==> config.mk <==
export PLATFORM = sky130hd
export DESIGN_NAME = compute_core_p_flat
export DESIGN_NICKNAME = d
export VERILOG_FILES = /design/src/rtl/compute_core_pkg.sv /design/src/rtl/compute_core_p_if.sv /design/src/rtl/mul_seq.sv /design/src/rtl/compute_core_p.sv /design/src/flat_wrapper.sv
export SDC_FILE = /design/constraint.sdc
export NUM_CORES = 1
export LEC_CHECK = 0
export ABC_AREA = 0
export BUFFER_PORTS_ARGS = -buffer_cell sky130_fd_sc_hd__buf_2
export CAP_MARGIN = 25
export CORE_MARGIN = 1.5
export CORE_UTILIZATION = 44
export CTS_CLUSTER_DIAMETER = 50
export DETAILED_ROUTE_END_ITERATION = 6
export GPL_ROUTABILITY_DRIVEN = 0
export PLACE_DENSITY = 0.73
export SETUP_SLACK_MARGIN = 0.4
export SLEW_MARGIN = 10
export SYNTH_ARGS = -nofsm -noshare
export SYNTH_HDL_FRONTEND = slang
export SYNTH_SLANG_ARGS = --single-unit
==> constraint.sdc <==
create_clock -name clk -period 4.1 [get_ports clk]
set_input_delay 0.82 -clock clk [delete_from_list [all_inputs] [get_ports clk]]
set_output_delay 0.82 -clock clk [all_outputs]
set_load 0.01 [all_outputs]
==> src/rtl/compute_core_pkg.sv <==
// Shared opcodes, FSM state type and width helper for the compute core.
package compute_core_pkg;

  localparam logic [3:0] OP_NOP  = 4'b0000;
  localparam logic [3:0] OP_READ = 4'b0001;
  localparam logic [3:0] OP_MUL  = 4'b1000;
  localparam logic [3:0] OP_LOAD = 4'b1001;
  localparam logic [3:0] OP_ADD  = 4'b1010;
  localparam logic [3:0] OP_SUB  = 4'b1011;
  localparam logic [3:0] OP_AND  = 4'b1100;
  localparam logic [3:0] OP_OR   = 4'b1101;
  localparam logic [3:0] OP_NOT  = 4'b1110;
  localparam logic [3:0] OP_XOR  = 4'b1111;

  typedef enum logic [1:0] {
    ST_IDLE,
    ST_EXEC,
    ST_MUL
  } state_t;

  function automatic int max_w(input int a, input int b);
    return (a > b) ? a : b;
  endfunction

endpackage

==> src/rtl/compute_core_p_if.sv <==
// Instruction-in / result-out bundle of the compute core.
interface compute_core_p_if
  import compute_core_pkg::*;
#(
  parameter int DATA_W = 8,
  parameter int NREG   = 16
);
  localparam int IDX_W   = $clog2(NREG);
  localparam int INSTR_W = 4 + IDX_W + max_w(DATA_W, 2 * IDX_W);

  logic               in_valid;
  logic [INSTR_W-1:0] in_instr;
  logic               in_ready;
  logic               res_valid;
  logic [DATA_W-1:0]  res_data;
  logic               res_zero;
  logic               res_carry;

  modport master (
    output in_valid, in_instr,
    input  in_ready, res_valid, res_data, res_zero, res_carry
  );

  modport slave (
    input  in_valid, in_instr,
    output in_ready, res_valid, res_data, res_zero, res_carry
  );

endinterface

==> src/rtl/mul_seq.sv <==
// Shift-add multiplier: first partial product on start, one step per enabled cycle after.
module mul_seq #(
  parameter int DATA_W = 8
) (
  input  logic                  clk,
  input  logic                  rst_n,
  input  logic                  ena,
  input  logic                  start,
  input  logic [DATA_W-1:0]     a,
  input  logic [DATA_W-1:0]     b,
  output logic                  busy,
  output logic                  done,
  output logic [2*DATA_W-1:0]   product
);
  localparam int CNT_W = $clog2(DATA_W + 1);

  logic [CNT_W-1:0]    cnt;
  logic [2*DATA_W-1:0] acc;
  logic [2*DATA_W-1:0] mcand;
  logic [DATA_W-1:0]   mplier;

  always_ff @(posedge clk) begin
    if (!rst_n) begin
      busy   <= 1'b0;
      cnt    <= '0;
      acc    <= '0;
      mcand  <= '0;
      mplier <= '0;
    end else if (ena) begin
      if (start && !busy) begin
        busy   <= 1'b1;
        cnt    <= CNT_W'(DATA_W - 1);
        acc    <= b[0] ? {{DATA_W{1'b0}}, a} : '0;
        mcand  <= {{(DATA_W-1){1'b0}}, a, 1'b0};
        mplier <= b >> 1;
      end else if (busy) begin
        if (cnt != '0) begin
          acc    <= acc + (mplier[0] ? mcand : '0);
          mcand  <= mcand << 1;
          mplier <= mplier >> 1;
          cnt    <= cnt - 1'b1;
        end else begin
          busy <= 1'b0;
        end
      end
    end
  end

  // done is visible for the single cycle in which the core consumes the product
  assign done    = busy && (cnt == '0);
  assign product = acc;

endmodule

==> src/rtl/compute_core_p.sv <==
// Register-file compute core: single-cycle ALU ops plus a multi-cycle multiply.
//   state   | meaning
//   IDLE    | no instruction pending
//   EXEC    | accepted single-cycle instruction executes on the next edge
//   MUL     | multiply in progress; result written when mul_seq reports done
module compute_core_p
  import compute_core_pkg::*;
#(
  parameter int DATA_W = 8,
  parameter int NREG   = 16
) (
  input  logic       clk,
  input  logic       rst_n,
  input  logic       ena,
  compute_core_p_if.slave bus
);
  localparam int IDX_W   = $clog2(NREG);
  localparam int LOW_W   = max_w(DATA_W, 2 * IDX_W);
  localparam int INSTR_W = 4 + IDX_W + LOW_W;

  state_t              state;
  logic [INSTR_W-1:0]  ir;
  logic [DATA_W-1:0]   regs [NREG];

  logic [3:0]          op;
  logic [IDX_W-1:0]    tgt;
  logic [IDX_W-1:0]    src0;
  logic [IDX_W-1:0]    src1;
  logic [DATA_W-1:0]   imm;
  logic [DATA_W-1:0]   opa;
  logic [DATA_W-1:0]   opb;
  logic [DATA_W:0]     sum;
  logic [DATA_W:0]     diff;

  logic [DATA_W-1:0]   alu_res;
  logic                alu_carry;
  logic                alu_wr;

  logic                mul_start;
  logic                mul_busy;
  logic                mul_done;
  logic [2*DATA_W-1:0] mul_prod;

  logic                accept;
  logic                in_is_mul;

  assign op   = ir[INSTR_W-1 -: 4];
  assign tgt  = ir[INSTR_W-5 -: IDX_W];
  assign src0 = ir[LOW_W-1 -: IDX_W];
  assign src1 = ir[IDX_W-1:0];
  assign imm  = ir[DATA_W-1:0];
  assign opa  = regs[src0];
  assign opb  = regs[src1];
  assign sum  = {1'b0, opa} + {1'b0, opb};
  assign diff = {1'b0, opa} - {1'b0, opb};

  always_comb begin
    alu_res   = '0;
    alu_carry = 1'b0;
    alu_wr    = 1'b0;
    case (op)
      OP_NOP:  alu_res = '0;
      OP_READ: alu_res = opa;
      OP_LOAD: begin alu_res = imm;       alu_wr = 1'b1; end
      OP_ADD:  begin {alu_carry, alu_res} = sum;  alu_wr = 1'b1; end
      OP_SUB:  begin {alu_carry, alu_res} = diff; alu_wr = 1'b1; end
      OP_AND:  begin alu_res = opa & opb; alu_wr = 1'b1; end
      OP_OR:   begin alu_res = opa | opb; alu_wr = 1'b1; end
      OP_NOT:  begin alu_res = ~opa;      alu_wr = 1'b1; end
      OP_XOR:  begin alu_res = opa ^ opb; alu_wr = 1'b1; end
      default: alu_res = '0;
    endcase
  end

  // Operands are sampled one edge after the MUL is accepted, so a write made on
  // the accepting edge is already visible to the multiplier.
  assign mul_start = (state == ST_MUL) && !mul_busy;

  mul_seq #(.DATA_W(DATA_W)) u_mul (
    .clk     (clk),
    .rst_n   (rst_n),
    .ena     (ena),
    .start   (mul_start),
    .a       (opa),
    .b       (opb),
    .busy    (mul_busy),
    .done    (mul_done),
    .product (mul_prod)
  );

  assign bus.in_ready = ena && rst_n && ((state != ST_MUL) || mul_done);
  assign accept       = bus.in_valid && bus.in_ready;
  assign in_is_mul    = (bus.in_instr[INSTR_W-1 -: 4] == OP_MUL);

  always_ff @(posedge clk) begin
    if (!rst_n) begin
      state         <= ST_IDLE;
      ir            <= '0;
      bus.res_valid <= 1'b0;
      bus.res_data  <= '0;
      bus.res_zero  <= 1'b0;
      bus.res_carry <= 1'b0;
      for (int i = 0; i < NREG; i++) regs[i] <= '0;
    end else if (ena) begin
      bus.res_valid <= 1'b0;
      case (state)
        ST_EXEC: begin
          if (alu_wr) regs[tgt] <= alu_res;
          bus.res_valid <= 1'b1;
          bus.res_data  <= alu_res;
          bus.res_zero  <= (alu_res == '0);
          bus.res_carry <= alu_carry;
        end
        ST_MUL: begin
          if (mul_done) begin
            regs[tgt]     <= mul_prod[DATA_W-1:0];
            bus.res_valid <= 1'b1;
            bus.res_data  <= mul_prod[DATA_W-1:0];
            bus.res_zero  <= (mul_prod[DATA_W-1:0] == '0);
            bus.res_carry <= |mul_prod[2*DATA_W-1:DATA_W];
          end
        end
        default: ;
      endcase
      if (accept) begin
        ir    <= bus.in_instr;
        state <= in_is_mul ? ST_MUL : ST_EXEC;
      end else if ((state == ST_EXEC) || ((state == ST_MUL) && mul_done)) begin
        state <= ST_IDLE;
      end
    end
  end

endmodule

==> src/flat_wrapper.sv <==
// flat-port wrapper written by rule: the top's interface ports become plain ports
module compute_core_p_flat import compute_core_pkg::*;
#(
  parameter int DATA_W = 8,
  parameter int NREG   = 16
)
  (clk, rst_n, ena, bus_in_valid, bus_in_instr, bus_in_ready, bus_res_valid, bus_res_data, bus_res_zero, bus_res_carry);
  compute_core_p_if #(.DATA_W(DATA_W), .NREG(NREG)) bus_i ();
  input  logic clk;
  input  logic rst_n;
  input  logic ena;
  input wire logic [$bits(bus_i.in_valid)-1:0] bus_in_valid;
  input wire logic [$bits(bus_i.in_instr)-1:0] bus_in_instr;
  output wire logic [$bits(bus_i.in_ready)-1:0] bus_in_ready;
  output wire logic [$bits(bus_i.res_valid)-1:0] bus_res_valid;
  output wire logic [$bits(bus_i.res_data)-1:0] bus_res_data;
  output wire logic [$bits(bus_i.res_zero)-1:0] bus_res_zero;
  output wire logic [$bits(bus_i.res_carry)-1:0] bus_res_carry;
  assign bus_i.in_valid = bus_in_valid;
  assign bus_i.in_instr = bus_in_instr;
  assign bus_in_ready = bus_i.in_ready;
  assign bus_res_valid = bus_i.res_valid;
  assign bus_res_data = bus_i.res_data;
  assign bus_res_zero = bus_i.res_zero;
  assign bus_res_carry = bus_i.res_carry;
  compute_core_p #(.DATA_W(DATA_W), .NREG(NREG)) u_core (.clk(clk), .rst_n(rst_n), .ena(ena), .bus(bus_i));
endmodule
# --- Word level (Yosys, flattened, before mapping) ---
# Memory sizes are Yosys's and may differ from the RTL's. A register that Yosys moved wholly into a read port is not among the register bits.
# Index checks and enable logic that the tools add are counted.
word_totals:
  ff_bits: 74
  mem_bits_rw: 128
  inputBits: 20
  word_cells: 108
  n_memories: 1
op_classes:
  n_addsub: 4
  n_eq_ne: 13
  muxes: 49
  bitwise_logic: 5
  reduce_logical: 25
mem_list:
  columns: ["name", "depth", "width", "read_ports", "rd_clocked_by_memory_dff", "write_ports", "line", "text"]
  rows:
  - ["u_core.regs", 16, 8, 2, 2, 16, "compute_core_p.sv:23", "logic [DATA_W-1:0] regs [NREG];"]
ops:
  columns: ["cell", "n"]
  rows:
  - ["2-to-1 mux 16 bit", 7]
  - ["one-hot mux 8 bit (8 select lines)", 1]
  - ["2-to-1 mux 8 bit", 7]
  - ["equality test 4 bit, second input constant", 8]
  - ["2-to-1 mux 4 bit", 8]
  - ["2-to-1 mux 1 bit", 18]
  - ["adder 16 bit", 1]
  - ["logical NOT 8 bit", 2]
  - ["one-hot mux 8 bit (2 select lines)", 1]
  - ["OR reduction 8 bit", 2]
  - ["adder 8 x 8 -> 9 bit", 1]
  - ["subtractor 8 x 8 -> 9 bit", 1]
  - ["AND 8 bit", 1]
  - ["NOT 8 bit", 1]
  - ["bitwise OR 8 bit", 1]
  - ["one-hot mux 1 bit (2 select lines)", 4]
  - ["nonzero test 2 bit", 4]
  - ["XOR 8 bit", 1]
  - ["logical AND 1 bit", 7]
  - ["OR reduction 7 bit", 1]
  - ["2-to-1 mux 2 bit", 3]
  - ["AND reduction 3 bit", 2]
  - ["equality test 4 x 1 -> 1 bit, second input constant", 1]
  - ["logical NOT 4 bit", 1]
  - ["other kinds (10)", 12]

# --- Depth between registers and ports, before layout ---
# Gate-level depths: netlist of run 1.
depth:
  depth_word: 11
  ltp_mapped: 17
  depth_no_buf: 15

# --- Modules after synthesis ---
# A second synthesis of run 1 with hierarchy kept.
unflattened:
  cells_unflattened: 1129
  area_unflattened_um2: 12094.1
by_module_without_submodules:
  columns: ["module", "n_inst", "cells_each", "area_each_um2", "seq_area_each_um2"]
  rows:
  - ["compute_core_p", 1, 842, 9625.5, 4584.4]
  - ["mul_seq", 1, 287, 2468.6, 860.8]

# --- Worst setup path before layout of run 1 ---
# No wires, ideal clock.
synth_timing:
  path_type: "reg2reg"
  start: "register (tool-made name)"
  end: "memory u_core.regs[3][6] (data pin)"
  setup_ns: 0.264
  arrival_time_ns: 4.210
  slack_ns: -0.374
  stages_incl_launch_ff: 18
  n_path_buf: 3
  cell_sequence: "dfxtp_1 -> clkbuf_1 -> buf_2 -> mux4_2 -> mux2i_1 -> nand2_1 -> o21ai_0 -> inv_1 -> ha_1 -> fa_1 -> or2_2 -> a221oi_1 -> nor4b_1 -> nor4b_1 -> o211ai_1 -> mux2i_2 -> buf_2 -> nor2_1"
synth_lines:
  columns: ["element", "line"]
  rows:
  - ["end, declared", "compute_core_p.sv:23"]

==> results of run 1 <==
==> cells in the final DEF, fill, tap and decap left out, types with 7 or more instances in the layout <==
cell / count
xnor2_1: 17
and2_1: 21
dfxtp_1: 77
mux4_2: 69
inv_1: 24
nor2_2: 13
a21oi_1: 46
buf_12: 18
nor3_1: 16
o221ai_1: 8
o211ai_1: 7
a211oi_1: 9
nor2b_1: 13
mux2i_4: 10
mux2i_1: 19
inv_2: 11
o22a_1: 8
nor2_1: 198
edfxtp_1: 128
nand3_1: 24
ha_4: 10
nand2b_1: 7
nand2_1: 100
nor2_4: 14
buf_6: 9
ha_1: 29
clkbuf_16: 30
o21ai_0: 20
buf_2: 32
a22oi_1: 22
buf_4: 65
==> sequential cells by signal, summed over array words and instances, names as in the netlist, named ones only <==
register              count
u_core.u_mul.busy         1
u_core.regs             128
u_core.bus.res_valid      1
u_core.u_mul.cnt          4
u_core.bus.res_zero       1
u_core.bus.res_data       8
u_core.bus.res_carry      1
u_core.u_mul.product     16
u_core.u_mul.mcand       15
u_core.state              2
u_core.u_mul.mplier       7
u_core.ir                16
==> repair_timing <==
| item | CTS | global route |
|---|---|---|
| setup endpoints to repair | 115 | 108 |
| pin swaps | 13 | 16 |
| setup buffers | 35 | 8 |
| gates cloned | 4 | 0 |
| resized for setup | 47 | 71 |
==> worst max path at each step <==
stage,slack [ns],end,startpoint
floorplan,0.25,u_core.regs[3][6],flop
global placement,0.12,u_core.regs[15][6],flop
detailed placement,0.04,u_core.regs[11][6],flop
CTS,0.07,u_core.regs[2][6],flop
global route,-0.08,u_core.regs[5][7],flop
finish,-0.04,u_core.bus.res_zero,flop
==> per-stage QoR <==
stage,power (mW),instance area [µm²]
2_1_floorplan,2.70,12100
3_3_place_gp,2.86,12800
3_5_place_dp,2.87,12800
4_1_cts,5.41,14400
5_1_grt,5.63,14800
6_report,5.50,14800
==> where the power goes <==
| group | leakage, nW | switching [mW] | internal, mW |
|---|---|---|---|
| Combinational | 2.78 | 0.371 | 0.296 |
| Sequential | 1.97 | 0.0548 | 2.27 |
| Clock | 0.474 | 1.00 | 1.51 |
==> per-layer routing <==
layer  wire length (µm)  vias up
met3               4380      201
li1                   -     4297
met1              13900     4864
met5                  0        -
met2              17500      769
met4               2680        0
==> critical path, cell delays in order, from the launching register on <==
cell and delay, ns:
dfxtp_4 0.40, buf_12 0.11, mux4_2 0.51, mux2_2 0.32, o21ai_2 0.17, inv_2 0.08, ha_4 0.17, fa_2 0.35
or2_4 0.25, a221oi_4 0.32, nor4b_2 0.10, nor4b_2 0.26, o211ai_1 0.20, buf_4 0.18, buf_6 0.11, nor4b_4 0.25
nand2_1 0.13, o21ai_2 0.11
==> cells by family after synthesis <==
family,share of synthesized area
AO/OA/AOI/OAI,0.109
flip-flops,0.454
adder cells (fa/ha/maj),0.0478
multiplexers,0.175
AND/OR/NAND/NOR,0.162
buffers and inverters,0.0401
XOR/XNOR,0.0124
==> area by class of cell <==
| class | count | area (µm²) |
|---|---|---|
| timing repair buffer | 128 | 1220 |
| inverter | 35 | 131 |
| antenna | 1 | 2.50 |
| clock inverter | 15 | 185 |
| multi-input combinational | 801 | 6590 |
| clock buffer | 35 | 779 |
| tap | 341 | 427 |
| fill | 2108 | 12100 |
| sequential | 208 | 5450 |
==> qor.csv, run 1 <==
stage;metric;value;unit
setup_path;Worst EP arrival;4.60;ns
yosys;Post-Syn Area;0.0120;mm²
cts;CTS clk-pin slew, worst paths;0.07;ns
yosys;Mapped Cells;1118;
timing;FMAX;0.241;GHz
floorplanning;Die Y;168;µm
timing;RSZ-0062 raised after global routing;true;
yosys;Seq cells post-synth;208;
floorplanning;Die W;168;µm
placed_design;DP Cell Count;1466;
worst_hold_path;HP Start;u_core.bus.res_data[6];
yosys;top-count cell post-synth;nor2_1;
timing;Final Setup Violations;2;
outcome;run status;finished, violations left;
power;peak supply drop;0.319;mV
global_route;gr busiest metal;met2;
power;pwr dens;372;mW/mm²
timing;Tmin final;4.14;ns
yosys;Synth Warn #;0;
timing;max-slew violation count;0;
global_route;grt ovf;0;
placed_design;DP HPWL;24500;µm
yosys;sequential element share of the synthesized area;0.454;
route;initial drt markers;1559;
timing;Final Hold Vio Count;0;
worst_hold_path;Worst Hold End;u_core.bus.res_data[6];
global_route;largest net degree at the start of global routing;45;
yosys;Synth area leader;edfxtp_1;
worst_hold_path;Worst Hold Depth;2;
global_route;antenna violations before repair;1;
timing;skew final;0.0361;ns
setup_path;Critical Path Fanout Max;3;
global_route;GR Layer Usage met1;0.335;
cts;# clock sinks;208;
setup_path;Crit. End Element;flop;
setup_path;r2r setup slk;-0.04;ns
yosys;Post-synth ARST share;0;
layout;Layout Utilization;0.550;
route;Routed Antenna Nets;0;
yosys;total nets after synthesis;1182;
layout;Post-Layout Cell Count;1564;
placed_design;Post-Place Worst Slack;0.0355;ns
layout;Final nets;1265;
cts;post-cts hold buffer count;0;
worst_hold_path;Hold Crit Class;flop to flop;
cts;CTS buffer count;27;
floorplanning;core footprint;0.0269;mm²
route;post-DR vias/cell;6.48;
setup_path;CP startpoint kind;flop;
layout;P&R area growth vs syn;23.3;%
route;final WL;38400;µm
route;Vias;10100;
floorplanning;Top Ports;32;
global_route;first-pass GRT wire length;57600;µm
power;Leak Pwr;5.22;nW
placed_design;port buffer count;31;
yosys;top-area cell type share of the netlist area;0.321;
cts;worst-skew pair later-pin latency;0.55;ns
route;drt pass-1 iters;6;
timing;Slew HR;0.361;
yosys;Most used DFF post-synth;edfxtp_1;
floorplanning;Total Die Area;0.0283;mm²
layout;layout cells sized above 1;0.286;
timing;Hold WS;0.445;ns
global_route;GRT Total Usage;0.267;
yosys;Post-synth EDFFs;128;
global_route;GR Layer Usage met2;0.425;
cts;CTS tree;done;
setup_path;Crit Path Class;flop to flop;
timing;Worst Setup Slack, final;-0.0426;ns
timing;Fin Setup TNS;-0.0486;ns
run;reported max-cap violation count;0;
setup_path;RR Endpoint;u_core.bus.res_zero;
route;Wirelength per Cell;24.6;µm
yosys;Synth Area per Inst;10.7;µm²
global_route;number of global-route vias before repair;9763;
floorplanning;Rows;60;
floorplanning;starting density of the core;0.446;
cts;Clock H-tree levels;1;
setup_path;CP Data Required Time;4.55;ns
cts;Root Buffer;clkbuf_16;
outcome;failing checks;setup timing;
yosys;count of cell types in the netlist;67;
yosys;top cells by area, synth;edfxtp_1, dfxtp_1, mux4_2, nor2_1, ha_1;
timing;fin crit share;1.01;
route;DRC;0;
yosys;Post-synth top cells;nor2_1, edfxtp_1, nand2_1;
cts;Clock Path Buffers;3;
global_route;global routing usage on met3;0.0651;
setup_path;Worst R2R Path Depth;17;
timing;Slew @ Worst Pin;0.958;ns
Note: power is estimated with default switching activity, not from simulation.
==> inputs of run 2 (changes only) <==
CORE_UTILIZATION = 45   (was 44)
CTS_BUF_LIST = sky130_fd_sc_hd__clkbuf_8   (was not set)
PLACE_DENSITY = 0.74   (was 0.73)
SLEW_MARGIN = 20   (was 10)
==> run 2 against run 1 <==
Compared with the run above: largest power group is now sequential cells; hold slack better by 0.010 ns; global-route usage is 0.67 points lower; via count fell by 0.74%; the run ends with DRC, setup timing left; clock skew rose by 0.0033 ns; maximum frequency fell by 1.7%; clock-buffer cell count increased by 6.
==> qor.csv, run 2 (synthesized netlist as in run 1, its figures left out) <==
stage;metric;value;unit
outcome;run status;finished, violations left;
outcome;failing checks;DRC, setup timing;
power;Pint;3.61;mW
layout;layout cells sized above 1;0.285;
setup_path;Critical Path Fanout Max;8;
placed_design;Post-Place Worst Slack;-0.0135;ns
layout;fill count;2088;
cts;post-cts hold buffer count;0;
global_route;number of global-route vias before repair;9542;
global_route;largest net degree at the start of global routing;36;
power;pwr dens;339;mW/mm²
floorplanning;Top Ports;32;
route;Routed Antenna Nets;0;
power;sequential power share;0.471;
setup_path;Crit Path Class;flop to flop;
timing;fin crit share;1.03;
setup_path;Slowest-stage cell, CP;mux4_2;
setup_path;Crit. End Element;flop;
route;final WL;37500;µm
timing;Worst Setup Slack, final;-0.112;ns
route;met3 routed WL;4450;µm
global_route;antenna violations before repair;0;
placed_design;DP Cell Count;1457;
power;Clock Power Share;0.396;
power;NetSw;1.30;mW
power;Leak Pwr;5.08;nW
route;DRC;3;
route;post-DR vias/cell;6.43;
setup_path;CP Data Required Time;4.38;ns
floorplanning;Total Die Area;0.0276;mm²
layout;most frequent cells in the layout;nor2_1, edfxtp_1, nand2_1, dfxtp_1, mux4_2;
worst_hold_path;Hold Crit Class;flop to flop;
timing;Final Setup Violations;24;
setup_path;crit path to;u_core.regs[15][6];
cts;# clock sinks;208;
power;Total Power;4.91;mW
cts;Clock Path Buffers;3;
power;peak supply drop;0.179;mV
layout;max FFs per register;128;
cts;CTS clk-pin slew, worst paths;0.06;ns
layout;diodes inserted;0;
layout;P&R area growth vs syn;20.8;%
run;reported max-cap violation count;0;
layout;leading cell type in the layout, fill and taps excluded;nor2_1;
layout;Final nets;1265;
floorplanning;Die W;166;µm
route;initial drt markers;1482;
layout;Most flops, register;u_core.regs;
timing;max-slew violation count;0;
timing;RSZ-0062 raised after global routing;true;
timing;Slew HR;0.237;
setup_path;CP startpoint kind;flop;
cts;Root Buffer;clkbuf_8;
power;Sw Share;0.265;
setup_path;Worst R2R Path Depth;13;
setup_path;Worst path depth;13;
setup_path;WP buf/inv;3;
global_route;grt ovf;0;
timing;skew final;0.0394;ns
setup_path;Largest stage delay, worst path;0.57;ns
floorplanning;core footprint;0.0261;mm²
setup_path;r2r setup slk;-0.11;ns
setup_path;crit-path cells;buf_12, buf_6, mux4_2, mux4_2, fa_2, or2_4, a221oi_4, nor4b_2, nor4b_2, o211ai_1, mux2i_4, clkbuf_16, nor2_1;
layout;area of the multi-input gates;0.00660;mm²
route;wire length on met2;17200;µm
cts;worst-skew pair later-pin latency;0.55;ns
route;Vias;10100;
global_route;first-pass GRT wire length;55300;µm
placed_design;DP HPWL;24200;µm
route;drt pass-1 iters;7;
floorplanning;Rows;59;
setup_path;CP delay by family, top;multiplexers;
placed_design;placed cell area;0.0128;mm²
timing;Tmin final;4.21;ns
timing;Slew @ Worst Pin;1.13;ns
setup_path;Worst EP arrival;4.49;ns
layout;Reg area;0.00545;mm²
power;combinational power share;0.133;
route;Wirelength per Cell;24.0;µm
timing;FMAX;0.237;GHz
placed_design;port buffer count;31;
route;M1 WL;13500;µm
global_route;GRT Total Usage;0.261;
route;max layer used;met4;
floorplanning;starting density of the core;0.459;
layout;post-layout instance area;0.0145;mm²
cts;Clock H-tree levels;2;
layout;Post-Layout Cell Count;1563;
setup_path;RR Endpoint;u_core.regs[15][6];
cts;CTS tree;done;
floorplanning;Die Y;166;µm
cts;CTS buffer count;37;
timing;Fin Setup TNS;-1.62;ns
timing;Final Hold Vio Count;0;
[run 2: stage by stage]
step	util	hold WS (ns)
global placement	0.488	0.439
CTS	0.534	0.460
detailed placement	0.488	0.453
floorplan	-	0.443
global route	0.554	0.476
finish	0.554	0.455
[run 2: worst register-to-register path: stages, from the launching register on]
cell,delay [ns]
dfxtp_4,0.35
buf_12,0.14
buf_6,0.11
mux4_2,0.57
mux4_2,0.56
fa_2,0.39
or2_4,0.24
a221oi_4,0.31
nor4b_2,0.10
nor4b_2,0.33
o211ai_1,0.21
mux2i_4,0.34
clkbuf_16,0.24
nor2_1,0.04
[run 2: area by class of cell]
type / count / area share
Clock buffer: 41 / 0.0390
Clock inverter: 25 / 0.0121
Inverter: 35 / 0.00959
Multi-Input combinational cell: 801 / 0.455
Sequential cell: 208 / 0.376
Tap cell: 335 / 0.0289
Timing Repair Buffer: 118 / 0.0786
[run 2: repair_timing]
| item | 4_1_cts | 5_1_grt |
|---|---|---|
| gates cloned | 3 | 3 |
| buffers inserted | 24 | 9 |
| setup endpoints to repair | 95 | 117 |
| pin swaps | 1 | 15 |
| resized for setup | 50 | 92 |
[run 2: power by group through the flow]
stage,combinational (mW),sequential [mW],clock [mW]
2_1_floorplan,0.369,2.33,0
3_3_place_gp,0.508,2.35,0
3_5_place_dp,0.519,2.35,0
4_1_cts,0.584,2.31,1.97
5_1_grt,0.682,2.32,2.07
6_report,0.652,2.31,1.95
[run 2: per-layer routing]
layer | global-route usage | vias up
li1 | - | 4290
met1 | 0.333 | 4806
met2 | 0.416 | 786
met3 | 0.0582 | 174
met4 | 0.138 | 0
met5 | 0 | -
[run 2: worst min path at each step]
stage | startpoint | endpoint | slack [ns] | depth (start not counted)
6_report | u_core.bus.res_data[2] | u_core.bus.res_data[2] | 0.46 | 2
5_1_grt | u_core.bus.res_data[2] | u_core.bus.res_data[2] | 0.48 | 2
4_1_cts | u_core.bus.res_data[2] | u_core.bus.res_data[2] | 0.46 | 2
3_5_place_dp | u_core.bus.res_data[2] | u_core.bus.res_data[2] | 0.45 | 2
3_3_place_gp | u_core.bus.res_data[3] | u_core.bus.res_data[3] | 0.44 | 2
2_1_floorplan | u_core.ir[4] | flop | 0.44 | 2
